`config.mk`:
```
export PLATFORM = sky130hd
export DESIGN_NAME = fifo_arbiter
export DESIGN_NICKNAME = d
export VERILOG_FILES = /design/src/rtl/fifo.sv /design/src/rtl/fifo_arbiter.sv
export SDC_FILE = /design/constraint.sdc
export NUM_CORES = 1
export LEC_CHECK = 0
export ABC_AREA = 1
export CAP_MARGIN = 30
export CORE_MARGIN = 1.5
export CORE_UTILIZATION = 47
export CTS_CLUSTER_DIAMETER = 120
export DETAILED_ROUTE_END_ITERATION = 10
export GPL_ROUTABILITY_DRIVEN = 0
export MAX_ROUTING_LAYER = met4
export PLACE_DENSITY = 0.76
export SLEW_MARGIN = 20
export SYNTH_ARGS = -nofsm -noshare
export SYNTH_HDL_FRONTEND = slang
export SYNTH_SLANG_ARGS = --single-unit
export TNS_END_PERCENT = 30
```
`constraint.sdc`:
```
create_clock -name clock -period 3.35 [get_ports clock]
set_input_delay 0.67 -clock clock [delete_from_list [all_inputs] [get_ports clock]]
set_output_delay 0.67 -clock clock [all_outputs]
set_load 0.005 [all_outputs]
```
`src/rtl/fifo.sv`:
```
// Generic shared FIFO: power-of-two depth, one write port, one read port.
// Latency: a written word is visible on rd_dat/rd_vld from the following cycle.
// Backpressure: writes are dropped while full (caller must hold); reads while empty are ignored.
module fifo #(
    parameter int DATA_BITS  = 8,
    parameter int DEPTH_BITS = 2
) (
    input  logic                 clock,
    input  logic                 reset_n,
    input  logic                 wr_vld,
    input  logic [DATA_BITS-1:0] wr_dat,
    output logic                 full,
    input  logic                 rd_rdy,
    output logic [DATA_BITS-1:0] rd_dat,
    output logic                 rd_vld
);
    localparam int DEPTH = 1 << DEPTH_BITS;

    logic [DATA_BITS-1:0] mem [DEPTH];
    // One extra pointer bit separates the full case from the empty case.
    logic [DEPTH_BITS:0]  wr_ptr;
    logic [DEPTH_BITS:0]  rd_ptr;
    logic                 do_wr;
    logic                 do_rd;

    assign rd_vld = (wr_ptr != rd_ptr);
    assign full   = (wr_ptr[DEPTH_BITS] != rd_ptr[DEPTH_BITS]) &&
                    (wr_ptr[DEPTH_BITS-1:0] == rd_ptr[DEPTH_BITS-1:0]);
    assign do_wr  = wr_vld && !full;
    assign do_rd  = rd_rdy && rd_vld;
    assign rd_dat = mem[rd_ptr[DEPTH_BITS-1:0]];

    // Pointer update; synchronous active-low reset empties the queue.
    always_ff @(posedge clock) begin
        if (!reset_n) begin
            wr_ptr <= '0;
            rd_ptr <= '0;
        end else begin
            if (do_wr) wr_ptr <= wr_ptr + 1'b1;
            if (do_rd) rd_ptr <= rd_ptr + 1'b1;
        end
    end

    // Storage array; contents are don't-care until written, so no reset.
    always_ff @(posedge clock) begin
        if (do_wr) mem[wr_ptr[DEPTH_BITS-1:0]] <= wr_dat;
    end
endmodule

```
`src/rtl/fifo_arbiter.sv`:
```
// Round-robin arbiter merging NUM_REQ writers into one shared FIFO (optional packet lock: FIFO_ARBITER_PACKET_LOCK_EN).
// Latency: zero-cycle grant/ack; accepted word readable the following cycle.
// Backpressure: when the FIFO is full the winner stays on grant_o, ack_o is held low and the pointer freezes.
module fifo_arbiter #(
    parameter int NUM_REQ    = 4,
    parameter int DATA_BITS  = 8,
    parameter int DEPTH_BITS = 2
) (
    input  logic                           clock,
    input  logic                           reset,
    input  logic [NUM_REQ-1:0]             req_i,
    input  logic [NUM_REQ*DATA_BITS-1:0]   req_data_i,
    input  logic [NUM_REQ-1:0]             req_last_i,
    output logic [NUM_REQ-1:0]             ack_o,
    output logic [NUM_REQ-1:0]             grant_o,
    input  logic                           read_i,
    output logic [DATA_BITS-1:0]           read_data_o,
    output logic                           read_ready_o
);
    localparam int RR_BITS = (NUM_REQ > 1) ? $clog2(NUM_REQ) : 1;

    logic [RR_BITS-1:0]   rr_q;
    logic [NUM_REQ-1:0]   eligible;
    logic [NUM_REQ-1:0]   grant;
    logic [RR_BITS-1:0]   win_idx;
    logic [RR_BITS-1:0]   cand;
    logic                 found;
    logic                 accept;
    logic                 fifo_full;
    logic                 fifo_vld;
    logic [DATA_BITS-1:0] win_data;

`ifdef FIFO_ARBITER_PACKET_LOCK_EN
    logic                 lock_q;
    logic [RR_BITS-1:0]   owner_q;

    // While a packet is open only its owner may compete.
    always_comb begin
        eligible = req_i;
        if (lock_q) eligible = req_i & (NUM_REQ'(1) << owner_q);
    end

    // Open a lock on a non-last accepted word, close it on the owner's last word.
    always_ff @(posedge clock) begin
        if (reset) begin
            lock_q  <= 1'b0;
            owner_q <= '0;
        end else if (accept) begin
            lock_q  <= ~req_last_i[win_idx];
            owner_q <= win_idx;
        end
    end
`else
    logic unused_last;

    assign eligible    = req_i;
    assign unused_last = ^req_last_i;
`endif

    // Round-robin search starting at rr_q and wrapping modulo NUM_REQ.
    always_comb begin
        grant   = '0;
        win_idx = '0;
        cand    = '0;
        found   = 1'b0;
        for (int i = 0; i < NUM_REQ; i++) begin
            cand = RR_BITS'((int'(rr_q) + i) % NUM_REQ);
            if (!found && eligible[cand]) begin
                found       = 1'b1;
                grant[cand] = 1'b1;
                win_idx     = cand;
            end
        end
    end

    assign grant_o      = grant;
    // Gating with reset keeps ack and ready low during the reset cycle itself.
    assign accept       = found && !fifo_full && !reset;
    assign ack_o        = accept ? grant : '0;
    assign win_data     = req_data_i[win_idx*DATA_BITS +: DATA_BITS];
    assign read_ready_o = fifo_vld && !reset;

    // Pointer moves just past the writer that got a word in; holds otherwise.
    always_ff @(posedge clock) begin
        if (reset) begin
            rr_q <= '0;
        end else if (accept) begin
            rr_q <= (win_idx == RR_BITS'(NUM_REQ - 1)) ? '0 : win_idx + 1'b1;
        end
    end

    fifo #(
        .DATA_BITS  (DATA_BITS),
        .DEPTH_BITS (DEPTH_BITS)
    ) u_fifo (
        .clock   (clock),
        .reset_n (~reset),
        .wr_vld  (accept),
        .wr_dat  (win_data),
        .full    (fifo_full),
        .rd_rdy  (read_i && read_ready_o),
        .rd_dat  (read_data_o),
        .rd_vld  (fifo_vld)
    );
endmodule

```
Word-level counts from Yosys, hierarchy flattened
Memory sizes are Yosys's and may differ from the RTL's. A register that Yosys moved wholly into a read port is not among the register bits.
Cells that the tools add are included.
{"block": "totals", "regBits": 8, "ram_bits": 32, "input_bits": 43, "output_inout_bits": 17, "wordCells": 79, "mem_count": 1}
{"block": "op_classes", "add_sub_neg": 6, "order_cmp": 8, "n_eq_ne": 4, "shifts": 1, "muxes": 34, "n_bitwise": 3, "reduce_logical": 19}
{"name": "u_fifo.mem", "depth": 4, "width": 8, "rd": 1, "rd_clocked_by_memory_dff": 1, "wr": 1, "line": "fifo.sv:19", "text": "logic [DATA_BITS-1:0] mem [DEPTH];"}
{"cell": "indexed part select 32 x 6 -> 8 bit", "count": 1}
{"cell": "2-to-1 mux 4 bit", "count": 5}
{"cell": "logical AND 1 bit", "count": 14}
{"cell": "2-to-1 mux 1 bit", "count": 14}
{"cell": "2-to-1 mux 2 bit", "count": 7}
{"cell": "less-than comparator 2 x 3 -> 1 bit (second input constant)", "count": 4}
{"cell": "bitwise OR 4 bit", "count": 3}
{"cell": "binary-select mux 1 bit (select 2 bit)", "count": 4}
{"cell": "demux 1 bit (select 2 bit)", "count": 4}
{"cell": "greater-or-equal comparator 2 x 1 -> 1 bit (second input constant)", "count": 4}
{"cell": "adder 3 x 1 -> 3 bit (second input constant)", "count": 2}
{"cell": "logical NOT 1 bit", "count": 5}
{"cell": "adder 2 x 1 -> 2 bit (second input constant)", "count": 2}
{"cell": "adder 2 bit (second input constant)", "count": 2}
{"cell": "!= test 3 bit", "count": 1}
{"cell": "equality test 2 bit", "count": 1}
{"cell": "equality test 2 bit (second input constant)", "count": 1}
{"cell": "!= test 1 bit", "count": 1}

Depth between registers and ports, before layout
Gate-level depths: netlist of run 1.
{"block": "depth", "word_depth": 17, "depth_mapped": 15, "ltp_nobuf": 14}

Hierarchy
From an unflattened synthesis of run 1, not the netlist that was laid out.
{"block": "hier_totals", "cells_unflattened": 306, "area_unflattened_um2": 2630.0}
{"module": "fifo", "instances": 1, "cells_per_inst": 148, "area_each_um2": 1680.4}
{"module": "fifo_arbiter", "instances": 1, "cells_per_inst": 158, "area_each_um2": 949.7}

Worst setup path before layout of run 1
Ideal clock, no wire load.
{"block": "synth_timing", "path_type": "register -> output", "start": "register rr_q[0]", "end": "output port ack_o[0]", "arrival_ns": 1.789, "required_time_ns": 2.680, "slack_ns": 0.891, "path_stages_with_launch": 14, "path_cell_list": "dfxtp_1 buf_6 inv_8 ha_1 inv_1 nand3_2 nand2_2 inv_2 nor2_4 nand4_4 nand2_2 inv_1 nand2_1 inv_1"}
{"block": "synth_via", "elab_chain_cells": 15, "elab_cells_between_ends": 51}
{"element": "start, declared", "line": "fifo_arbiter.sv:22", "text": "logic [RR_BITS-1:0] rr_q;"}
{"element": "start signal, assigned", "line": "fifo_arbiter.sv:88", "text": "rr_q <= (win_idx == RR_BITS'(NUM_REQ - 1)) ? '0 : win_idx + 1'b1;"}
{"element": "branches (longest 14 deep; another with less-than comparator 2 x 3 -> 1 bit)"}
{"element": "2-to-1 mux 4 bit *", "line": "fifo_arbiter.sv:79", "text": "assign ack_o = accept ? grant : '0;"}
{"element": "end, declared", "line": "fifo_arbiter.sv:14", "text": "output logic [NUM_REQ-1:0] ack_o,"}
Every way passes the cells marked *. The select of a mux whose other input is x is not followed.

Worst setup path in the final report of run 1
{"block": "layout_timing", "start": "input port req_i[3]", "end": "output port ack_o[0]"}
{"block": "layout_via", "elab_chain_cells": 15, "elab_cells_between_ends": 28}
{"element": "start, declared", "line": "fifo_arbiter.sv:11", "text": "input logic [NUM_REQ-1:0] req_i,"}
{"element": "binary-select mux 1 bit (select 2 bit)", "line": "fifo_arbiter.sv:68", "text": "if (!found && eligible[cand]) begin"}
{"element": "2-to-1 mux 1 bit (not written as such)", "line": "fifo_arbiter.sv:68"}
{"element": "2-to-1 mux 1 bit", "line": "fifo_arbiter.sv:68"}
{"element": "logical NOT 1 bit", "line": "fifo_arbiter.sv:68"}
{"element": "logical AND 1 bit", "line": "fifo_arbiter.sv:68"}
{"element": "2-to-1 mux 1 bit", "line": "fifo_arbiter.sv:68"}
{"element": "logical NOT 1 bit", "line": "fifo_arbiter.sv:68"}
{"element": "logical AND 1 bit", "line": "fifo_arbiter.sv:68"}
{"element": "2-to-1 mux 1 bit", "line": "fifo_arbiter.sv:68"}
{"element": "logical NOT 1 bit", "line": "fifo_arbiter.sv:68"}
{"element": "logical AND 1 bit", "line": "fifo_arbiter.sv:68"}
{"element": "2-to-1 mux 1 bit", "line": "fifo_arbiter.sv:68"}
{"element": "logical AND 1 bit (2 in series)", "line": "fifo_arbiter.sv:78", "text": "assign accept = found && !fifo_full && !reset;"}
{"element": "2-to-1 mux 4 bit *", "line": "fifo_arbiter.sv:79"}
Mark *: on every way between the ends. The rest lies on a longest branch, timed or not. The select of a mux whose other input is x is not followed.

==> results.toml, run 1 <==
[floorplanning]
row_count = 26
io_pins = 60
die_y_um = 77.50
start_util = 0.4981
die-area_um2 = 6006
coreArea_um2 = 5238
die_width_um = 77.50

[sta]
final.period_utilization = 0.9695
slew_headroom = 0.7037
clock.fmax_mhz = 307.9
hold_violations = 0
tightest_slew_ns = 0.4440
finalSetupViolations = 0
hold_ws_ns = 0.5048
slew_viol_final = 0
finalCriticalPeriod_ns = 3.248
rsz0062_at_grt = "yes"
skew_ns = 0.001970

[logic_synthesis]
synth_warnings = 0
synth_most_common_cell = "nand2_1"
synth_nets = 365
ys_seq_area_frac = 0.4451
yosysTopAreaCell = "edfxtp_1"
synthCells = 312
synth-edff-count = 32
ys_seq_elements = 42
syn_area_per_cell_um2 = 8.361
synth.cell_area_um2 = 2609
ys_top_cells_by_area = "edfxtp_1 (37%), nand2_1 (8.8%), dfxtp_1 (7.7%)"
synth_flop_cell = "edfxtp_1"
ys_top_cells_by_count = "nand2_1 (61), inv_1 (44), edfxtp_1 (32), nand3_1 (27), o21ai_0 (22)"
synthArstFlopShare = 0
synth_cell_types = 28
netlist.area_leader.share = 0.3683

[power]
leakage_nw = 1.499
seqPwrFrac = 0.289
comb_power_share = 0.605
sw_frac_of_total = 0.4351
p_switching_w = 0.001567
pwr-share-clk = 0.106
irDropWorstVdd_mv = 0.5334
power.internal_w = 0.002035
p_per_area_nw_per_um2 = 1051

[clock_network]
cts_tree = "done"
postCtsSetupBuffers = 0
clock_latency_ns = 0.29
holdBufCountCts = 0
cts_inserted_buffers = 5
path_clk_slew_ns = 0.07
clk_root_buffer_cell = "clkbuf_8"
cts-htree-levels = 2
numClockSinks = 42
cts_max_path_buffers = 2
ctsResizeCount = 0

[layout]
area_growth_pct = 31.37
drive_gt1_frac = 0.1279
fillers = 421
antennaDiodeCount = 0
final_util = 0.6543
nNetsFinal = 435

[drt]
firstDrtPassIters = 4
drtAntennaViolNets = 0
route.vias.total = 2253
dr.first_iter.drc_count = 108
viasPerCell = 4.974
wirelength_mm = 5.533
wl_per_cell_um = 12.21
post-route-drc-count = 0

[placement]
dp_hpwl_mm = 4.121
port_buffers = 55

[flow_run]
maxCapViolCount = 0

[global_routing]
grt_pass1_wl_mm = 9.370
antenna_found_initial = 0
grt.overflow.total = 0
grt_pass1_vias = 2116
grt_max_degree = 19
track_usage = 0.2007

[hold_path]
hold_class = "register to register"

[critical_path]
path_class = "input pin to output port"
crit_path_end_kind = "output port"
cp.required_ns = 2.68
cp.arrival_ns = 2.58
start_kind = "input pin"
crit_path_max_fanout = 5

[status]
run_status = "finished, final reports clean"
## worst max-delay path, stage by stage
cell             delay, ns
clkdlybuf4s50_1       0.42
buf_4                 0.15
nand2_1               0.06
nand3_1               0.09
nand2_2               0.13
nand4_1               0.22
o21ai_1               0.23
nand2_1               0.07
inv_1                 0.05
clkdlybuf4s50_1       0.49
## final timing paths
path                            cells after the start  slack, ns          endpoint              from
worst max-delay path                               10       0.10          ack_o[0]          req_i[3]
worst min-delay path                                2       0.50  u_fifo.rd_ptr[2]  u_fifo.rd_ptr[2]
worst max register to register                     13       0.92  u_fifo.mem[3][5]           rr_q[0]
worst min register to register                      2       0.50  u_fifo.rd_ptr[2]  u_fifo.rd_ptr[2]
## placed cells by master (no fill, tap or decap), types with 7 or more instances in the layout
master           Yosys  final
edfxtp_1            32     32
o21ai_1              3      8
nor2_1              21     20
dfxtp_1             10      9
o22ai_1             11     11
a21oi_1             15     15
nand3_1             27     27
o21ai_0             22     17
nand3b_1            16     16
inv_1               44     44
buf_4                0     15
nand2_1             61     61
clkdlybuf4s50_1      0     55
nand2_2              7      7
ha_1                10     10
## cells by family after synthesis
kind of cell,after synthesis,synth area share
AO/OA/AOI/OAI,53,0.1094
XOR/XNOR,4,0.01343
adder cells (fa/ha/maj),10,0.04796
buffers and inverters,57,0.09544
flip-flops,42,0.4451
AND/OR/NAND/NOR,146,0.2887
## state kept, by name, summed over array words and instances, names as in the netlist, named ones only
register       flops
rr_q               2
u_fifo.mem        32
u_fifo.rd_ptr      3
u_fifo.wr_ptr      3
## per-layer routing
metal  GRT usage  vias to the layer above  wire (um)  part of all wire
met2      0.3246                       60       2643              0.48
met1      0.2624                     1004       2584              0.47
met5           -                        -          0                 0
met4     0.07273                        0         95             0.017
met3     0.02118                        8        209             0.038
li1            -                     1181          -                 -
## stage by stage
stage                     setup TNS (ns)  cells  cell area [um^2]  worst slack, ns  total power (W)
after floorplan                        0    312              2609           0.8905         0.002464
after global placement                 0    445              3308          0.05996         0.003123
after detailed placement               0    445              3308         0.008214         0.003185
after CTS                              0    453              3418         0.006347         0.003585
after global routing             -0.2853    453              3427         -0.09399         0.003917
final                                  0    453              3427           0.1021         0.003602
## power by group through the flow
stage	combinational, W	clock (W)	sequential [W]
2_1_floorplan	0.00144	0	0.00103
3_3_place_gp	0.00208	0	0.00104
3_5_place_dp	0.00214	0	0.00105
4_1_cts	0.00215	0.000394	0.00104
5_1_grt	0.00245	0.000412	0.00106
6_report	0.00218	0.000384	0.00104
## layout make-up
cell class / count / area [um^2] / share of cell area
Multi-Input combinational cell: 213 / 1206 / 0.3520
Sequential cell: 42 / 1162 / 0.3392
Timing Repair Buffer: 70 / 663.1 / 0.1935
Inverter: 50 / 197.7 / 0.05769
Tap cell: 70 / 87.58 / 0.02556
Clock buffer: 6 / 72.57 / 0.02118
Clock inverter: 2 / 37.54 / 0.01095
Note: power is estimated with default switching activity, not from simulation.
==> run 2, diff against run 1 <==
--- a/config.mk
+++ b/config.mk
@@ -13,7 +13,7 @@
 export DETAILED_ROUTE_END_ITERATION = 10
 export GPL_ROUTABILITY_DRIVEN = 0
 export MAX_ROUTING_LAYER = met4
-export PLACE_DENSITY = 0.76
+export PLACE_DENSITY = 0.86
 export SLEW_MARGIN = 20
 export SYNTH_ARGS = -nofsm -noshare
 export SYNTH_HDL_FRONTEND = slang
==> run 2 against run 1 <==
Sequential share of layout area shrank 0.56 points. Non-clock buffer count grew 3. Fmax grew 0.41%. Sequential cell count is the same. Global-route usage grew 1.5 points. Combinational power grew 9.2%. Total power grew 4.1%. Cell area grew 1.7%. Critical endpoint is now ack_o[3].
==> results.toml, run 2 (synthesis gave the netlist of run 1 again) <==
[critical_path]
cp.required_ns = 2.68
crit_path_max_fanout = 11
critPathCapture = "ack_o[3]"
path_class = "register to output port"
cp.arrival_ns = 2.56
r2r_cells = 12
start_kind = "register"
r2r-start = "rr_q[0]"
reg2reg_to = "u_fifo.mem[2][3]"
crit_start = "rr_q[0]"
cp_cell_sequence = "inv_8 > ha_2 > inv_2 > nand3_2 > nand2_4 > nand4_1 > o21ai_2 > nand2_2 > inv_1 > clkdlybuf4s50_1"
crit_slowest_cell = "clkdlybuf4s50_1"
cpPeakStageDelay_ns = 0.49
crit_path_end_kind = "output port"
rrSetupSlack_ns = 0.95

[global_routing]
grt.overflow.total = 0
grt_pass1_vias = 2196
grt_pass1_wl_mm = 9.908
track_usage = 0.2157
grt_max_degree = 19
antenna_found_initial = 0

[clock_network]
cts-htree-levels = 2
holdBufCountCts = 0
path_clk_slew_ns = 0.08
cts_inserted_buffers = 5
cts_tree = "done"
clock_latency_ns = 0.30
clk_root_buffer_cell = "clkbuf_8"
numClockSinks = 42
cts_max_path_buffers = 2

[power]
p_per_area_nw_per_um2 = 1076
irDropWorstVdd_mv = 0.7108
leakage_nw = 1.545

[placement]
dp_hpwl_mm = 4.428
port_buffers = 55
place_ws_ns = -0.02286
placed_cell_area_um2 = 3278

[sta]
setup_tns_ns = 0
tightest_slew_ns = 0.5098
hold_violations = 0
slew_headroom = 0.6597
final.setup.worst_slack_ns = 0.1153
final.period_utilization = 0.9656
clock.fmax_mhz = 309.1
slew_viol_final = 0
skew_ns = 0.01508
finalCriticalPeriod_ns = 3.235
finalSetupViolations = 0

[layout]
area_growth_pct = 33.57
largest_reg_flops = 32
fillers = 409
antennaDiodeCount = 0
multi_input_area_um2 = 1247
final_area_um2 = 3485
nNetsFinal = 438
layout_common_cells = "nand2_1 (58), clkdlybuf4s50_1 (51), inv_1 (41)"
seq_area_um2 = 1162
drive_gt1_frac = 0.1658
layout_commonest_cell = "nand2_1"

[floorplanning]
die-area_um2 = 6006
start_util = 0.4981
io_pins = 60
row_count = 26
die_width_um = 77.50
coreArea_um2 = 5238
die_y_um = 77.50

[drt]
route.vias.total = 2418
wl_per_cell_um = 14.60
wirelength_mm = 6.656
post-route-drc-count = 0
viasPerCell = 5.303
drtAntennaViolNets = 0
firstDrtPassIters = 4
dr.first_iter.drc_count = 172

[status]
run_status = "finished, final reports clean"

[hold_path]
hold_class = "register to register"

[flow_run]
maxCapViolCount = 0
## run 2: per-layer routing
layer	vias up	wire length [um]	global-route usage
met5	-	0	-
met4	0	183	0.08909
met3	19	311	0.03294
met2	96	3442	0.3632
met1	1117	2719	0.2585
li1	1186	-	-
## run 2: how the worst min path moves through the flow
stage,start,end,slack (ns),depth (start not counted)
after floorplan,u_fifo.rd_ptr[2],u_fifo.rd_ptr[2],0.47,2
after global placement,u_fifo.wr_ptr[2],u_fifo.wr_ptr[2],0.49,2
after detailed placement,u_fifo.wr_ptr[2],u_fifo.wr_ptr[2],0.50,2
after CTS,u_fifo.rd_ptr[2],u_fifo.rd_ptr[2],0.51,2
after global routing,u_fifo.wr_ptr[2],u_fifo.wr_ptr[2],0.54,2
final,u_fifo.rd_ptr[2],u_fifo.rd_ptr[2],0.51,2
## run 2: layout make-up
cell class / instances / area share
Clock buffer: 5 / 0.01975
Clock inverter: 3 / 0.004668
Inverter: 50 / 0.05925
Multi-Input combinational cell: 213 / 0.3580
Sequential cell: 42 / 0.3336
Tap cell: 70 / 0.02513
Timing Repair Buffer: 73 / 0.1996
## run 2: worst max-delay path: cells and delay by family, from the launching register on
kind,cells,cell delay [ns]
buffers and inverters,4,0.71
and+or+nand+nor,4,0.55
DFF,1,0.40
adders and majority gates,1,0.33
AOI/OAI and AO/OA,1,0.27
## run 2: report_power, final
group | internal (W) | switching, W | total [W]
Combinational | 0.000915 | 0.00147 | 0.00238
Clock | 0.000143 | 0.000171 | 0.000314
Sequential | 0.000965 | 0.0000879 | 0.00105
Total | 0.00202 | 0.00173 | 0.00375
## run 2: repair_timing
action	in CTS	in global routing
buffers inserted	0	7
endpoints found under the setup margin	3	8
pin swaps	0	7
resized for setup	1	27
hold endpoints to repair	0	0
## run 2: stage by stage
step	hold WS, ns	utilization	instances	total power, W
3_3_place_gp	0.4899	0.6259	441	0.003064
6_report	0.5119	0.6653	456	0.003749
5_1_grt	0.5416	0.6653	456	0.003999
2_1_floorplan	0.4704	-	312	0.002464
3_5_place_dp	0.5023	0.6259	441	0.003166
4_1_cts	0.5123	0.6426	449	0.003505
==> run 3, diff against run 2 <==
--- a/config.mk
+++ b/config.mk
@@ -7,7 +7,6 @@
 export LEC_CHECK = 0
 export ABC_AREA = 1
 export CAP_MARGIN = 30
-export CORE_MARGIN = 1.5
 export CORE_UTILIZATION = 47
 export CTS_CLUSTER_DIAMETER = 120
 export DETAILED_ROUTE_END_ITERATION = 10
==> run 3 against run 2 <==
Hold slack worse by 0.0055 ns. Sequential share of layout area increased by 0.30 points. First-iteration DRC count down 29%. Via count fell by 3.3%. Count of clock-buffer cells in the layout is 1 higher. Clock skew decreased by 0.011 ns. Global-route usage shrank 2.0 points. Fmax shrank 3.4%. Critical path type is now input pin to output port.
==> results.toml, run 3 (synthesis gave the netlist of run 1 again) <==
[status]
run_status = "finished, final reports clean"

[layout]
layout_commonest_cell = "nand2_1"
area_growth_pct = 32.37
layout_common_cells = "nand2_1 (59), clkdlybuf4s50_1 (51), inv_1 (43)"
drive_gt1_frac = 0.1484
largest_reg_flops = 32
nNetsFinal = 436
fillers = 420
seq_area_um2 = 1162
multi_input_area_um2 = 1217
antennaDiodeCount = 0

[floorplanning]
row_count = 26
die-area_um2 = 5852
start_util = 0.4981
die_width_um = 76.50
die_y_um = 76.50
coreArea_um2 = 5238
io_pins = 60

[critical_path]
critPathCapture = "ack_o[2]"
worst-path-stages = 10
start_kind = "input pin"
crit_path_max_fanout = 5
crit_slowest_cell = "clkdlybuf4s50_1"
cp.arrival_ns = 2.68
crit_path_end_kind = "output port"
cp_cell_sequence = "clkdlybuf4s50_1 > buf_4 > nand2_1 > nand3_1 > nand2_2 > nand4_1 > o21ai_2 > nand2_1 > inv_1 > clkdlybuf4s50_1"
crit_family = "buffers and inverters"
r2r_cells = 11
r2r-start = "rr_q[0]"
reg2reg_to = "u_fifo.mem[3][4]"
rrSetupSlack_ns = 0.90
cp.required_ns = 2.68
path_class = "input pin to output port"
cp.buffers_inverters = 4
cpPeakStageDelay_ns = 0.49
crit_start = "req_i[3]"

[drt]
dr.first_iter.drc_count = 122
post-route-drc-count = 0
drtAntennaViolNets = 0
wl_per_cell_um = 12.51
route.vias.total = 2339
firstDrtPassIters = 4
wirelength_mm = 5.678
viasPerCell = 5.152

[power]
power.internal_w = 0.002047
p_per_area_nw_per_um2 = 1048
seqPwrFrac = 0.288
leakage_nw = 1.556
p_switching_w = 0.001572
irDropWorstVdd_mv = 0.5909
pwr-share-clk = 0.105
comb_power_share = 0.608
totalPowerFinal_w = 0.003619
sw_frac_of_total = 0.4345

[clock_network]
path_clk_slew_ns = 0.07
cts-htree-levels = 2
numClockSinks = 42
cts_tree = "done"
cts_inserted_buffers = 5
cts_max_path_buffers = 2
clock_latency_ns = 0.29
clk_root_buffer_cell = "clkbuf_8"

[global_routing]
grt_max_degree = 19
grt_pass1_wl_mm = 9.004
track_usage = 0.1961
grt.overflow.total = 0
antenna_found_initial = 0
grt_pass1_vias = 2072

[placement]
place_ws_ns = 0.007336
port_buffers = 55
dp_hpwl_mm = 4.316

[sta]
rsz0062_at_grt = "yes"
final.setup.worst_slack_ns = 0.001381
clock.fmax_mhz = 298.6
skew_ns = 0.004253
tightest_slew_ns = 0.5050
slew_viol_final = 0
slew_headroom = 0.6628
finalCriticalPeriod_ns = 3.349
final.period_utilization = 0.9996
finalSetupViolations = 0
hold_violations = 0

[flow_run]
maxCapViolCount = 0

[hold_path]
hold_class = "register to register"
[run 3: per-layer routing]
| layer | global-route usage | wire, um | vias to the layer above |
|---|---|---|---|
| met5 | - | 0 | - |
| met4 | 0.07692 | 118 | 0 |
| met3 | 0.02275 | 247 | 12 |
| met2 | 0.3333 | 2857 | 68 |
| met1 | 0.2376 | 2455 | 1072 |
| li1 | - | - | 1187 |
[run 3: power by group through the flow]
stage | clock network [W] | logic (W) | registers (W)
6_report | 0.000379 | 0.00220 | 0.00104
5_1_grt | 0.000403 | 0.00244 | 0.00106
4_1_cts | 0.000385 | 0.00214 | 0.00104
3_5_place_dp | 0 | 0.00213 | 0.00105
3_3_place_gp | 0 | 0.00206 | 0.00105
2_1_floorplan | 0 | 0.00144 | 0.00103
[run 3: worst reg2reg max path, stage by stage (launching register included)]
cell and delay [ns]:
dfxtp_2 0.39, inv_8 0.07, ha_1 0.37, inv_1 0.13, nand3_2 0.08, nand2_2 0.11, nand4_1 0.30, buf_4 0.25
nand3_1 0.12, nand2_4 0.12, nand3_1 0.12, nand2_1 0.12
[run 3: how the worst min path moves through the flow]
stage | from | endpoint | depth (start not counted)
after floorplan | u_fifo.rd_ptr[2] | u_fifo.rd_ptr[2] | 2
after global placement | u_fifo.wr_ptr[2] | u_fifo.wr_ptr[2] | 2
final | u_fifo.rd_ptr[2] | u_fifo.rd_ptr[2] | 2
after detailed placement | u_fifo.rd_ptr[2] | u_fifo.rd_ptr[2] | 2
after global routing | u_fifo.rd_ptr[2] | u_fifo.rd_ptr[2] | 2
after CTS | u_fifo.rd_ptr[2] | u_fifo.rd_ptr[2] | 2
[run 3: area by class of cell]
type	instances	area share
Clock buffer	6	0.02101
Clock inverter	2	0.01087
Inverter	50	0.05797
Multi-Input combinational cell	213	0.3525
Sequential cell	42	0.3366
Tap cell	70	0.02536
Timing Repair Buffer	71	0.1957
[run 3: metrics by stage]
| stage | util | instances | cell area, um^2 | hold WS [ns] | setup TNS (ns) |
|---|---|---|---|---|---|
| after detailed placement | 0.6302 | 444 | 3301 | 0.5017 | 0 |
| after floorplan | - | 312 | 2609 | 0.4704 | 0 |
| after global routing | 0.6593 | 454 | 3453 | 0.5267 | -0.2301 |
| after global placement | 0.6302 | 444 | 3301 | 0.4874 | 0 |
| final | 0.6593 | 454 | 3453 | 0.5063 | 0 |
| after CTS | 0.6517 | 452 | 3413 | 0.5121 | 0 |
[run 3: timing repair]
item	in CTS	in global routing
setup endpoints to repair	1	8
endpoints found under the hold margin	0	0
buffers inserted	0	2
hold buffers	0	0
pin swaps	0	4
resized for setup	1	16
